--- src/rtl/core_sched.sv ---
// Start-pulse scheduler for the md5crypt core array: per-core start strobes,
// sequence numbers and context select, with run/drain control and a period-latched core mask.
module core_sched #(
   parameter int N_CORES       = 3,
   parameter int N_SEQ         = 2,
   parameter int PERIOD        = 288,
   parameter int COMP_INTERVAL = 24,
   parameter int N_CTX         = 2,
   localparam int CNT_MSB      = $clog2(PERIOD) - 1,
   localparam int SEQ_MSB      = (N_SEQ > 1) ? $clog2(N_SEQ) - 1 : 0,
   localparam int CTX_MSB      = $clog2(N_CTX) - 1
) (
   input  logic                             CLK,
   input  logic                             RESET_N,
   input  logic                             en,
   input  logic [N_CORES-1:0]               core_mask,
   output logic [N_CORES-1:0]               core_start,
   output logic [N_CORES*(SEQ_MSB+1)-1:0]   seq_num,
   output logic [CTX_MSB:0]                 ctx_num,
   output logic                             period_start,
   output logic                             busy
);

   localparam int SEG   = PERIOD / N_SEQ;
   localparam int CNT_W = CNT_MSB + 1;
   localparam int SEQ_W = SEQ_MSB + 1;
   localparam logic [CNT_MSB:0] CNT_LAST = CNT_W'(PERIOD - 1);

   typedef enum logic [1:0] {S_IDLE, S_RUN, S_DRAIN} state_t;

   state_t                     state_q, state_d;
   logic [CNT_MSB:0]           cnt_q, cnt_d;
   logic [N_CORES-1:0]         mask_q, mask_d;
   logic [N_CORES-1:0]         start_q, start_d;
   logic [N_CORES*SEQ_W-1:0]   seq_q, seq_d;
   logic [CTX_MSB:0]           ctx_q, ctx_d;
   logic                       pstart_q, pstart_d;
   logic                       busy_q, busy_d;
   logic [N_CORES*N_SEQ-1:0]   slot_hit;
   logic                       running;
   logic                       last;

   assign running = (state_q != S_IDLE);
   assign last    = (cnt_q == CNT_LAST);

   // Each (core, sequence) pair owns two fixed slot positions within the period.
   genvar gi, gs;
   generate
      for (gi = 0; gi < N_CORES; gi++) begin : g_core
         for (gs = 0; gs < N_SEQ; gs++) begin : g_seq
            localparam int SLOT_A = gs * SEG + 2 * gi * COMP_INTERVAL;
            localparam int SLOT_B = SLOT_A + COMP_INTERVAL - 1;
            assign slot_hit[gi*N_SEQ+gs] = (cnt_q == CNT_W'(SLOT_A)) || (cnt_q == CNT_W'(SLOT_B));
         end
      end
   endgenerate

   always_comb begin
      state_d  = state_q;
      cnt_d    = '0;
      mask_d   = mask_q;
      start_d  = '0;
      seq_d    = seq_q;
      ctx_d    = '0;
      pstart_d = 1'b0;

      case (state_q)
         S_IDLE:  if (en) state_d = S_RUN;
         S_RUN:   if (!en) state_d = last ? S_IDLE : S_DRAIN;
         S_DRAIN: begin
            if (en)        state_d = S_RUN;
            else if (last) state_d = S_IDLE;
         end
         default: state_d = S_IDLE;
      endcase

      if (running) begin
         cnt_d    = last ? '0 : cnt_q + CNT_W'(1);
         ctx_d    = cnt_q[CTX_MSB:0];
         pstart_d = (cnt_q == '0);
      end

      // The mask only moves at period boundaries so a period is never split.
      if (!running || last) mask_d = core_mask;

      for (int i = 0; i < N_CORES; i++) begin
         for (int s = 0; s < N_SEQ; s++) begin
            if (running && mask_q[i] && slot_hit[i*N_SEQ+s]) begin
               start_d[i]                = 1'b1;
               seq_d[i*SEQ_W +: SEQ_W]   = SEQ_W'(s);
            end
         end
      end

      busy_d = (state_d != S_IDLE);
   end

   always_ff @(posedge CLK or negedge RESET_N) begin
      if (!RESET_N) begin
         state_q  <= S_IDLE;
         cnt_q    <= '0;
         mask_q   <= '0;
         start_q  <= '0;
         seq_q    <= '0;
         ctx_q    <= '0;
         pstart_q <= 1'b0;
         busy_q   <= 1'b0;
      end else begin
         state_q  <= state_d;
         cnt_q    <= cnt_d;
         mask_q   <= mask_d;
         start_q  <= start_d;
         seq_q    <= seq_d;
         ctx_q    <= ctx_d;
         pstart_q <= pstart_d;
         busy_q   <= busy_d;
      end
   end

   assign core_start   = start_q;
   assign seq_num      = seq_q;
   assign ctx_num      = ctx_q;
   assign period_start = pstart_q;
   assign busy         = busy_q;

endmodule

--- config.mk ---
export PLATFORM = sky130hd
export DESIGN_NAME = core_sched
export DESIGN_NICKNAME = d
export VERILOG_FILES = /design/src/rtl/core_sched.sv
export SDC_FILE = /design/constraint.sdc
export NUM_CORES = 1
export LEC_CHECK = 0
export ABC_AREA = 1
export BUFFER_PORTS_ARGS = -buffer_cell sky130_fd_sc_hd__buf_2
export CAP_MARGIN = 20
export CORE_MARGIN = 2
export CORE_UTILIZATION = 45
export CTS_CLUSTER_DIAMETER = 50
export DETAILED_ROUTE_END_ITERATION = 6
export PLACE_DENSITY_LB_ADDON = 0.08
export SLEW_MARGIN = 25
export SYNTH_ARGS = -nofsm -noshare
export SYNTH_HDL_FRONTEND = slang
export SYNTH_SLANG_ARGS = --single-unit
--- constraint.sdc ---
create_clock -name CLK -period 1.4 [get_ports CLK]
set_input_delay 0.07 -clock CLK [delete_from_list [all_inputs] [get_ports CLK]]
set_output_delay 0.07 -clock CLK [all_outputs]
set_load 0.005 [all_outputs]
# ---- After elaboration in Yosys (flattened, before gate mapping)
# Index checks and enable logic that the tools add are counted.
dict set report word_totals {
  reg_bits 23
  latch_bits 0
  ram_bits 0
  romBits 0
  output_inout_bits 9
  wordCells 71
  n_memories 0
}
dict set report classes {
  addsub 1
  multipliers 0
  div 0
  order_cmp 0
  n_eq_ne 14
  n_shift 0
  mux 22
  bitwise_logic 0
  reduce_logical 24
}
# cell count
set ops {}
lappend ops {{== test 9 x 8 -> 1 bit (second input constant)} 5}
lappend ops {{== test 9 x 7 -> 1 bit (second input constant)} 3}
lappend ops {{== test 9 bit (second input constant)} 2}
lappend ops {{2-to-1 mux 9 bit} 2}
lappend ops {{2-to-1 mux 1 bit} 14}
lappend ops {{2-to-1 mux 2 bit} 5}
lappend ops {{nonzero test 2 bit} 5}
lappend ops {{adder 9 x 1 -> 9 bit (second input constant)} 1}
lappend ops {{== test 9 x 5 -> 1 bit (second input constant)} 1}
lappend ops {{== test 9 x 6 -> 1 bit (second input constant)} 1}
lappend ops {{logical AND 1 bit} 9}
lappend ops {{logical NOT 9 bit} 1}
lappend ops {{logical OR 1 bit} 7}
lappend ops {{case mux 2 bit (3 select lines)} 1}
lappend ops {{== test 2 x 1 -> 1 bit (second input constant)} 1}
lappend ops {{== test 2 bit (second input constant)} 1}
lappend ops {{logical NOT 2 bit} 1}
lappend ops {{logical NOT 1 bit} 1}

# ---- Logic depth before layout (Yosys ltp)
# Gate-level depths: netlist of run 1.
dict set report depth {
  word_depth 5
  mapped_depth 9
  depth_no_buf 9
}

# ---- Worst setup path before layout of run 1
# No wires, ideal clock.
dict set report synth_timing {
  path_kind {reg2reg}
  start {register cnt_q[0]}
  end {register busy_q, in the netlist busy}
  setup_ps 119
  arrival_ps 1143
  path_slack_ps 138
  path_stages_with_launch 8
  path_buffers 1
  path_cell_list {dfrtp_1 ha_1 nand2_2 nor2_2 nand3_2 nand2_4 buf_8 a21oi_2}
}
dict set report synth_between {
  elab_chain_len 5
}
# item line_no
set synth_lines {}
lappend synth_lines {{from (decl)} 32} ;# logic [CNT_MSB:0] cnt_q, cnt_d;
lappend synth_lines {{from (signal assigned)} 110} ;# cnt_q <= cnt_d;
lappend synth_lines {{== test 9 bit *} 44} ;# assign last = (cnt_q == CNT_LAST);
lappend synth_lines {{2-to-1 mux 2 bit, on equally long branches} {72, 69}}
lappend synth_lines {{2-to-1 mux 2 bit, on equally long branches} {71, 69}}
lappend synth_lines {{case mux 2 bit (3 select lines) *} 67} ;# case (state_q)
lappend synth_lines {{nonzero test 2 bit *} 95} ;# busy_d = (state_d != S_IDLE);
lappend synth_lines {{via busy_d} 38} ;# logic busy_q, busy_d;
lappend synth_lines {{to (signal assigned)} 116} ;# busy_q <= busy_d;
lappend synth_lines {{to (decl)} 38}
# Mark *: on every way through the listed nets, which the timed path passes. The rest lies on a longest branch.
# A chain may end at the register's enable or synchronous reset.

# ---- Final worst setup path of run 1
dict set report layout_timing {
  start {register cnt_q[1]}
  end {register cnt_q[0]}
}
dict set report layout_between {
  elab_chain_len 3
}
# item line_no
set layout_lines {}
lappend layout_lines {{== test 9 bit} 44}
lappend layout_lines {{2-to-1 mux 9 bit} 78} ;# cnt_d = last ? '0 : cnt_q + CNT_W'(1);
lappend layout_lines {{2-to-1 mux 9 bit} 77} ;# if (running) begin
lappend layout_lines {{via cnt_d[0]} 32}
# The timed path passes the listed nets, and every way through them passes these cells.

==> results.cfg, run 1 <==
[run]
maxCapViolCount = 0

[clock_network]
clkTransAtPathRegs_ns = 0.12
cts_tree = yes
root_buffer = clkbuf_4
clock_insertion_delay_worst_skew_ns = 0.31
clock-sinks = 23
clk_path_buf_depth = 2
cts_max_level = 1
numCtsBuffers = 3

[die]
io_pins = 15
rows = 18
die_area_mm2 = 0.00298
initial_core_util = 0.470
design.core.area_mm2 = 0.00245
dieWidth_um = 54.6
die_y_um = 54.6

[routing]
vias_per_cell = 4.90
wl_um = 2380
vias = 955
drtPass1Iterations = 4
ant_nets = 0
drc_errors = 0
wl_per_cell_um = 12.2
drt_iter0_markers = 19

[sta]
setup_viol = 0
skew_ns = 0.00376
tightest_slew_ns = 0.499
period_minus_slack_ns = 1.32
slew_viol_final = 0
fmax_mhz = 760
hold_viol_final = 0
slew_headroom = 0.667
period_share = 0.940

[worst_hold_path]
hold_path.class = in -> async

[synthesis]
synthSimpleGateAreaFrac = 0.305
syn-cell-area_mm2 = 0.00115
netlist_instances = 141
synth_compound_area_frac = 0.0618
syn_avg_cell_area_um2 = 8.18
synthAdderAreaFrac = 0.0217
synth_xor_area_frac = 0.0228
synth_warnings = 0
synth_top_family_by_area = simple AND/OR/NAND/NOR gates
syn_nets = 149
synthDistinctLibCells = 22
synthMuxAreaShare = 0
yosysSeqAreaShare = 0.499
synth-seq-cells = 23

[setup_path]
critical_path.cell_chain = ha_4 > nand2_4 > nor2_4 > nand3_4 > nand2_4 > nor2_1
crit_end = cnt_q[0]$_DFF_PN0_
arrival_ns = 1.53
reg2reg_slack_ns = 0.08
worst_path_most_repeated_cell = nand2_4
reg2reg_depth = 6
cp-start-kind = flip-flop
cp-end-kind = flip-flop
critPathMaxStageDelay_ns = 0.43
r2r_start = cnt_q[1]$_DFF_PN0_
worstPathRequired_ns = 1.62
cpMaxStageDelayCell = dfrtp_1
worstSetupStartpoint = cnt_q[1]$_DFF_PN0_
timing.rr.end = cnt_q[0]$_DFF_PN0_
worstSetupPathType = reg -> reg
critical_path.max_fanout = 6

[final_layout]
num_antenna_cells = 0
fin_nets = 174
regArea_um2 = 578
num-fill-cells = 230
multi_input_area_um2 = 544
final_util = 0.573
area_growth_syn_to_layout_pct = 22.0
stdcell_area_mm2 = 0.00141
layout-drive-gt1-share = 0.267

[global_routing]
grt_max_degree = 24
grt_pass1_wl_um = 3800
antenna_found_initial = 0
overflow = 0
track_usage = 0.180
grt_pass1_vias = 880

[outcome]
status = finished clean

[power]
pwr-share-clk = 0.225
ir_drop_mv = 0.707
sw_frac_of_total = 0.306
power_frac_comb = 0.216
power_per_cell_area_mw_per_mm2 = 977
seq_power_share = 0.559
p_int_mw = 0.955
p_leak_nw = 0.719
switchingPower_mw = 0.420

[place]
hpwl_um = 1680
placed_area_mm2 = 0.00124
gp_congestion = 0.949
placement.io_buffers = 14
==> registers in the layout, indices dropped and copies added (netlist names) <==
| register | cells |
|---|---|
| cnt_q | 9 |
| core_start | 3 |
| seq_num | 3 |
| mask_q | 3 |
| state_q | 2 |
| busy | 1 |
| ctx_num | 1 |
| period_start | 1 |
==> placed cells by master (no fill, tap or decap) <==
cell type       n
o21ai_2         3
nor2_1         21
ha_2            1
o21ai_1         1
a21oi_2         2
nand3_4         1
o21ai_0         2
nor2_2          3
dfrtp_2         2
nand3_1         7
nand2_1        34
inv_1          19
nand2_2         1
clkbuf_4        3
nand2_4         2
ha_4            1
inv_2           2
o22ai_1         2
buf_2          14
nor3_2          3
nor2_4          2
dlygate4sd3_1   5
nor4_1          1
nor3_1          3
nand2_8         1
nand4_1         1
dfrtp_1        21
xor2_1          3
clkbuf_1        1
buf_4           3
==> worst min path at each step <==
stage | endpoint | cells past startpoint | slack, ns | from
CTS | cnt_q[6]$_DFF_PN0_ | 2 | 0.24 | RESET_N
global route | cnt_q[5]$_DFF_PN0_ | 2 | 0.29 | RESET_N
global placement | cnt_q[5]$_DFF_PN0_ | 1 | 0.07 | RESET_N
detailed placement | core_start[1]$_DFF_PN0_ | 1 | 0.07 | RESET_N
finish | cnt_q[5]$_DFF_PN0_ | 2 | 0.23 | RESET_N
floorplan | busy$_DFF_PN0_ | 0 | -0.23 | RESET_N
==> per-stage QoR <==
stage                     hold WS [ns]  setup TNS [ns]  power, mW  std cells  setup WS, ns
after floorplan                 -0.226               0      0.944        141         0.138
after global placement          0.0655               0       1.01        183        0.0362
after detailed placement        0.0734         -0.0303       1.02        183       -0.0185
after CTS                        0.244               0       1.35        192       0.00676
after global routing             0.290         -0.0227       1.47        195       -0.0227
final                            0.232               0       1.38        195        0.0842
==> cell usage after synthesis <==
| cell | instances | area (um^2) |
|---|---|---|
| buf_2 | 2 | 10.0 |
| nand2_1 | 35 | 131 |
| inv_2 | 1 | 3.75 |
| a21oi_2 | 2 | 17.5 |
| ha_1 | 2 | 25.0 |
| o22ai_1 | 2 | 12.5 |
| nand3_1 | 7 | 35.0 |
| dfrtp_1 | 23 | 576 |
| nor3_1 | 4 | 20.0 |
| o21ai_0 | 3 | 15.0 |
| xor2_1 | 3 | 26.3 |
| inv_1 | 20 | 75.1 |
| nor2_1 | 23 | 86.3 |
| nand4_1 | 1 | 6.26 |
| nor4_1 | 1 | 6.26 |
| nor2_2 | 3 | 18.8 |
| o21ai_2 | 3 | 26.3 |
| buf_8 | 1 | 15.0 |
| nand2_4 | 1 | 11.3 |
| nand2_2 | 1 | 6.26 |
| nor3_2 | 2 | 20.0 |
| nand3_2 | 1 | 10.0 |
==> kinds of logic (layout without fill, tap and decap cells) <==
logic type | count (synthesis) | in the layout
AOI/OAI and AO/OA | 10 | 10
and+or+nand+nor | 79 | 80
DFF | 23 | 23
xor gates and xnor gates | 3 | 3
adders and majority gates | 2 | 2
buffers and inverters | 24 | 47
==> repair_timing <==
item / CTS / global route
pin swaps: 0 / 3
hold buffers: 5 / 0
hold endpoints to repair: 29 / 0
resized for setup: 3 / 13
buffers inserted: 0 / 2
cloned: 0 / 1
endpoints found under the setup margin: 5 / 9
==> worst max-delay path, delay by kind of cell, from the launching register on <==
kind / cells / cell delay, ns
adder cells (fa/ha/maj): 1 / 0.17
AND/OR/NAND/NOR: 5 / 0.61
flip-flops: 1 / 0.43
==> power groups by stage <==
stage                     Clock [mW]  Sequential [mW]  Combinational, mW
after floorplan                    0            0.767              0.177
after global placement             0            0.766              0.246
after detailed placement           0            0.771              0.250
after CTS                      0.327            0.758              0.268
after global routing           0.353            0.778              0.340
final                          0.309            0.769              0.297
==> per-layer routing <==
layer	part of all wire	track usage	vias to the layer above	wire, um
met5	0	0	-	0
met1	0.45	0.225	441	1070
met2	0.49	0.300	28	1170
met3	0.048	0.0574	4	115
met4	0.011	0.0417	0	26
li1	-	-	482	-
==> layout make-up <==
type	instances	share of cell area
sequential	23	0.411
multi-input combinational	95	0.387
inverter	21	0.0560
timing repair buffer	22	0.101
tap	30	0.0267
clock buffer	4	0.0187
Power figures use the tool's default switching activity.
==> inputs of run 2 (changes only) <==
--- a/config.mk
+++ b/config.mk
@@ -8,8 +8,8 @@
 export ABC_AREA = 1
 export BUFFER_PORTS_ARGS = -buffer_cell sky130_fd_sc_hd__buf_2
 export CAP_MARGIN = 20
-export CORE_MARGIN = 2
-export CORE_UTILIZATION = 45
+export CORE_MARGIN = 1
+export CORE_UTILIZATION = 55
 export CTS_CLUSTER_DIAMETER = 50
 export DETAILED_ROUTE_END_ITERATION = 6
 export PLACE_DENSITY_LB_ADDON = 0.08
==> constraint.sdc (replaced) <==
create_clock -name CLK -period 1.25 [get_ports CLK]
set_input_delay 0.0625 -clock CLK [delete_from_list [all_inputs] [get_ports CLK]]
set_output_delay 0.0625 -clock CLK [all_outputs]
set_load 0.005 [all_outputs]
==> run 2 against run 1 <==
Effect of this change:
- the run now ends with setup timing left
- final cell count increased by 1.5%
- worst setup slack got worse by 0.16 ns
- die area decreased by 23%
- sequential share of layout area decreased by 2.6 points
- register-to-register slack got worse by 0.16 ns
- hold slack got worse by 0.012 ns
- sequential power increased by 13%
- critical path depth unchanged
- design area increased by 6.8%
- combinational power increased by 39%
- sequential cell count unchanged
- critical endpoint is now cnt_q[5]$_DFF_PN0_
- via count increased by 4.2%
==> results.cfg, run 2 (same netlist as run 1, synthesis figures left out) <==
[power]
pwr-share-clk = 0.217
seq_power_share = 0.530
sw_frac_of_total = 0.318
ir_drop_mv = 1.00
p_leak_nw = 0.746
power_per_cell_area_mw_per_mm2 = 1090
switchingPower_mw = 0.520
p_int_mw = 1.12
power_frac_comb = 0.253

[setup_path]
critical_path.cell_chain = ha_4 > nand2_8 > nor2_4 > nand3_4 > nand2_4 > nor3_2
cp-end-kind = flip-flop
worstSetupPathType = reg -> reg
worstPathRequired_ns = 1.46
cpMaxStageDelayCell = dfrtp_2
critical_path.max_fanout = 6
critPathMaxStageDelay_ns = 0.44
cp-start-kind = flip-flop
arrival_ns = 1.53

[final_layout]
area_growth_syn_to_layout_pct = 30.3
largest_reg_flops = 9
fin_nets = 180
stdcell_area_mm2 = 0.00150
regMostFlops = cnt_q
final_util = 0.766
num_antenna_cells = 0
layout_commonest_cell = nand2_1
layout-drive-gt1-share = 0.333
layout_common_cells = 33 x nand2_1, 21 x dfrtp_1, 19 x inv_1, 17 x nor2_1, 14 x buf_2

[place]
placed_area_mm2 = 0.00129
gp_congestion = 0.884
hpwl_um = 1620
dp_worst_setup_slack_ns = -0.129
placement.io_buffers = 14

[clock_network]
cts_max_level = 1
numCtsBuffers = 3
clock_insertion_delay_worst_skew_ns = 0.32
root_buffer = clkbuf_4
clock-sinks = 23
clkTransAtPathRegs_ns = 0.13
cts_tree = yes
clk_path_buf_depth = 2

[global_routing]
grt_pass1_wl_um = 4010
grt_pass1_vias = 929
track_usage = 0.255
overflow = 0
antenna_found_initial = 0
grt_max_degree = 24

[sta]
hold_viol_final = 0
tightest_slew_ns = 0.501
period_share = 1.06
slew_headroom = 0.666
fmax_mhz = 755
slew_viol_final = 0
grt_setup_unrepaired = yes
period_minus_slack_ns = 1.32
skew_ns = 0.00706
whs_ns = 0.220
setup_viol = 14
setup_tns_ns = -0.510
setup_ws_ns = -0.0747

[die]
io_pins = 15
die_y_um = 47.8
dieWidth_um = 47.8
rows = 16
die_area_mm2 = 0.00228
design.core.area_mm2 = 0.00196
initial_core_util = 0.588

[outcome]
violations = setup timing
status = complete, but fails checks

[worst_hold_path]
hold_path.class = in -> async

[routing]
wl_per_cell_um = 13.0
wl_um = 2570
drt_iter0_markers = 33
drc_errors = 0
drtPass1Iterations = 4
vias = 995
ant_nets = 0
vias_per_cell = 5.03

[run]
maxCapViolCount = 0
-- run 2: area by class of cell --
class                           instances  area, um^2
Clock buffer                            3        22.5
Clock inverter                          1        5.00
Multi-Input combinational cell         95         593
Fill cell                             132         459
Tap cell                               27        33.8
Timing Repair Buffer                   28         191
Sequential cell                        23         578
Inverter                               21        78.8
-- run 2: layer usage --
metal / up-vias / global-route usage / routed length [um]
met5: - / 0 / 0
met4: 0 / 0.0722 / 48
met3: 8 / 0.0415 / 113
met2: 34 / 0.446 / 1340
met1: 459 / 0.325 / 1060
li1: 494 / - / -
-- run 2: through the flow --
| stage | cells | power, mW |
|---|---|---|
| finish | 198 | 1.64 |
| global route | 198 | 1.73 |
| CTS | 197 | 1.58 |
| detailed placement | 186 | 1.17 |
| global placement | 186 | 1.16 |
| floorplan | 141 | 1.06 |
-- run 2: critical path, delay by kind of cell, from the launching register on --
family                   cells  cell delay, ns
AND/OR/NAND/NOR              5            0.59
flip-flops                   1            0.44
adder cells (fa/ha/maj)      1            0.18
-- run 2: worst paths after layout --
kind,from,endpoint,slack [ns],cells past startpoint
setup / recovery,cnt_q[0]$_DFF_PN0_,cnt_q[5]$_DFF_PN0_,-0.07,6
hold / removal,RESET_N,mask_q[1]$_DFFE_PN0P_,0.22,2
setup reg to reg,cnt_q[0]$_DFF_PN0_,cnt_q[5]$_DFF_PN0_,-0.07,6
hold reg to reg,seq_num[0]$_DFFE_PN0P_,seq_num[0]$_DFFE_PN0P_,0.49,2
max in group asynchronous,RESET_N,cnt_q[2]$_DFF_PN0_,0.66,2
min in group CLK,en,state_q[1]$_DFF_PN0_,0.43,3
-- run 2: power groups by stage --
stage / sequential [mW] / combinational [mW] / clock (mW)
after detailed placement: 0.861 / 0.307 / 0
after global routing: 0.876 / 0.468 / 0.382
final: 0.868 / 0.414 / 0.355
after global placement: 0.857 / 0.301 / 0
after floorplan: 0.859 / 0.200 / 0
after CTS: 0.859 / 0.369 / 0.349
-- run 2: repair_timing --
action / in CTS / in global routing
hold buffers: 5 / 0
setup buffers: 1 / 1
endpoints found under the setup margin: 19 / 19
cloned: 1 / 0
endpoints found under the hold margin: 27 / 0
pin swaps: 6 / 5
resized for setup: 15 / 13
==> inputs of run 3 (changes only) <==
--- a/config.mk
+++ b/config.mk
@@ -12,7 +12,7 @@
 export CORE_UTILIZATION = 55
 export CTS_CLUSTER_DIAMETER = 50
 export DETAILED_ROUTE_END_ITERATION = 6
-export PLACE_DENSITY_LB_ADDON = 0.08
+export PLACE_DENSITY = 0.76
 export SLEW_MARGIN = 25
 export SYNTH_ARGS = -nofsm -noshare
 export SYNTH_HDL_FRONTEND = slang
==> run 3 against run 2 <==
Effect of this change:
- the flow still finishes with violations (setup timing)
- count of clock-buffer cells in the layout stayed put
- sequential cell count stayed put
- first-iteration DRC count is 27% lower
- highest routed layer unchanged
- via count is 1.3% higher
- global-route usage is 1.2 points lower
==> results.cfg, run 3 (same netlist as run 1, synthesis figures left out) <==
[routing]
vias = 1008
wl_per_cell_um = 12.6
wl_um = 2450
ant_nets = 0
vias_per_cell = 5.17
drc_errors = 0
drt_iter0_markers = 24
drtPass1Iterations = 4

[clock_network]
clk_path_buf_depth = 2
clock_insertion_delay_worst_skew_ns = 0.32
cts_max_level = 1
clkTransAtPathRegs_ns = 0.14
numCtsBuffers = 3
cts_tree = yes
root_buffer = clkbuf_4
clock-sinks = 23

[sta]
skew_ns = 0.00636
grt_setup_unrepaired = yes
tightest_slew_ns = 0.503
period_minus_slack_ns = 1.28
whs_ns = 0.222
fmax_mhz = 779
setup_viol = 12
slew_headroom = 0.665
hold_viol_final = 0
period_share = 1.03
setup_ws_ns = -0.0333
slew_viol_final = 0

[global_routing]
grt_pass1_wl_um = 3810
grt_max_degree = 24
antenna_found_initial = 0
track_usage = 0.244
overflow = 0
grt_pass1_vias = 927

[die]
dieWidth_um = 47.8
die_area_mm2 = 0.00228
initial_core_util = 0.588
design.core.area_mm2 = 0.00196
io_pins = 15
die_y_um = 47.8
rows = 16

[setup_path]
cp-start-kind = flip-flop
worstPathRequired_ns = 1.48
worstSetupPathType = reg -> reg
arrival_ns = 1.51
cp-end-kind = flip-flop
critical_path.cell_chain = nor2_2 > nand2_4 > nor2_1 > nand2_1 > nand2_2 > nand2_2 > nand2_1 > nand2_1
reg2reg_slack_ns = -0.03
critPathMaxStageDelay_ns = 0.49
cpMaxStageDelayCell = dfrtp_2
critical_path.max_fanout = 5
worst_path_most_repeated_cell = nand2_1

[final_layout]
layout_common_cells = 28 x nand2_1, 19 x dfrtp_1, 18 x inv_1, 18 x nor2_1, 14 x buf_2
fin_nets = 177
largest_reg_flops = 9
regMostFlops = cnt_q
regArea_um2 = 581
stdcell_area_mm2 = 0.00149
final_util = 0.761
layout_commonest_cell = nand2_1
layout-drive-gt1-share = 0.369
area_growth_syn_to_layout_pct = 29.4
num-fill-cells = 143
multi_input_area_um2 = 603
num_antenna_cells = 0

[power]
power_per_cell_area_mw_per_mm2 = 1110
p_leak_nw = 0.730
ir_drop_mv = 0.928
power_mw = 1.66

[outcome]
status = complete, but fails checks
violations = setup timing

[place]
hpwl_um = 1520
placed_area_mm2 = 0.00127
gp_congestion = 0.884
placement.io_buffers = 14

[worst_hold_path]
hold_path.class = in -> async

[run]
maxCapViolCount = 0
[run 3: stage by stage]
stage | setup TNS [ns] | setup WS (ns) | std cells
3_3_place_gp | -0.227 | -0.0619 | 184
6_report | -0.261 | -0.0333 | 195
2_1_floorplan | 0 | 0.0109 | 141
4_1_cts | -0.790 | -0.0709 | 194
5_1_grt | -1.42 | -0.122 | 195
3_5_place_dp | -0.925 | -0.133 | 184
[run 3: layout make-up]
cell class                 count  share of cell area
sequential                    23               0.389
clock buffer                   3              0.0151
clock inverter                 1             0.00335
multi-input combinational     95               0.404
timing repair buffer          25               0.113
tap                           27              0.0226
inverter                      21              0.0528
[run 3: critical path, delay by kind of cell (launching register included)]
family	cells	cell delay (ns)
flip-flops	1	0.49
AND/OR/NAND/NOR	8	0.71
[run 3: final timing paths]
kind | endpoint | start | cells after the start
max | seq_num[0]$_DFFE_PN0P_ | cnt_q[2]$_DFF_PN0_ | 8
min | cnt_q[7]$_DFF_PN0_ | RESET_N | 2
max reg2reg | seq_num[0]$_DFFE_PN0P_ | cnt_q[2]$_DFF_PN0_ | 8
min reg2reg | seq_num[0]$_DFFE_PN0P_ | seq_num[0]$_DFFE_PN0P_ | 2
max in group asynchronous | cnt_q[1]$_DFF_PN0_ | RESET_N | 2
min in group CLK | state_q[1]$_DFF_PN0_ | en | 3
[run 3: what timing repair did]
| item | in CTS | in global routing |
|---|---|---|
| pin swaps | 5 | 4 |
| endpoints found under the setup margin | 18 | 18 |
| gates resized for setup | 14 | 19 |
| endpoints found under the hold margin | 27 | 0 |
| setup buffers | 0 | 1 |
| cloned | 1 | 0 |
| hold buffers | 5 | 0 |
[run 3: report_power, final]
group / internal [mW] / total [mW] / switching (mW)
combinational: 0.179 / 0.420 / 0.241
sequential: 0.815 / 0.876 / 0.0603
clock: 0.120 / 0.364 / 0.244
total: 1.11 / 1.66 / 0.546
[run 3: routing by layer]
layer / GRT usage / share of wire / vias to the layer above
met5: 0 / 0 / -
met2: 0.416 / 0.52 / 39
met4: 0.0889 / 0.017 / 0
met1: 0.298 / 0.42 / 475
li1: - / - / 488
met3: 0.0566 / 0.042 / 6
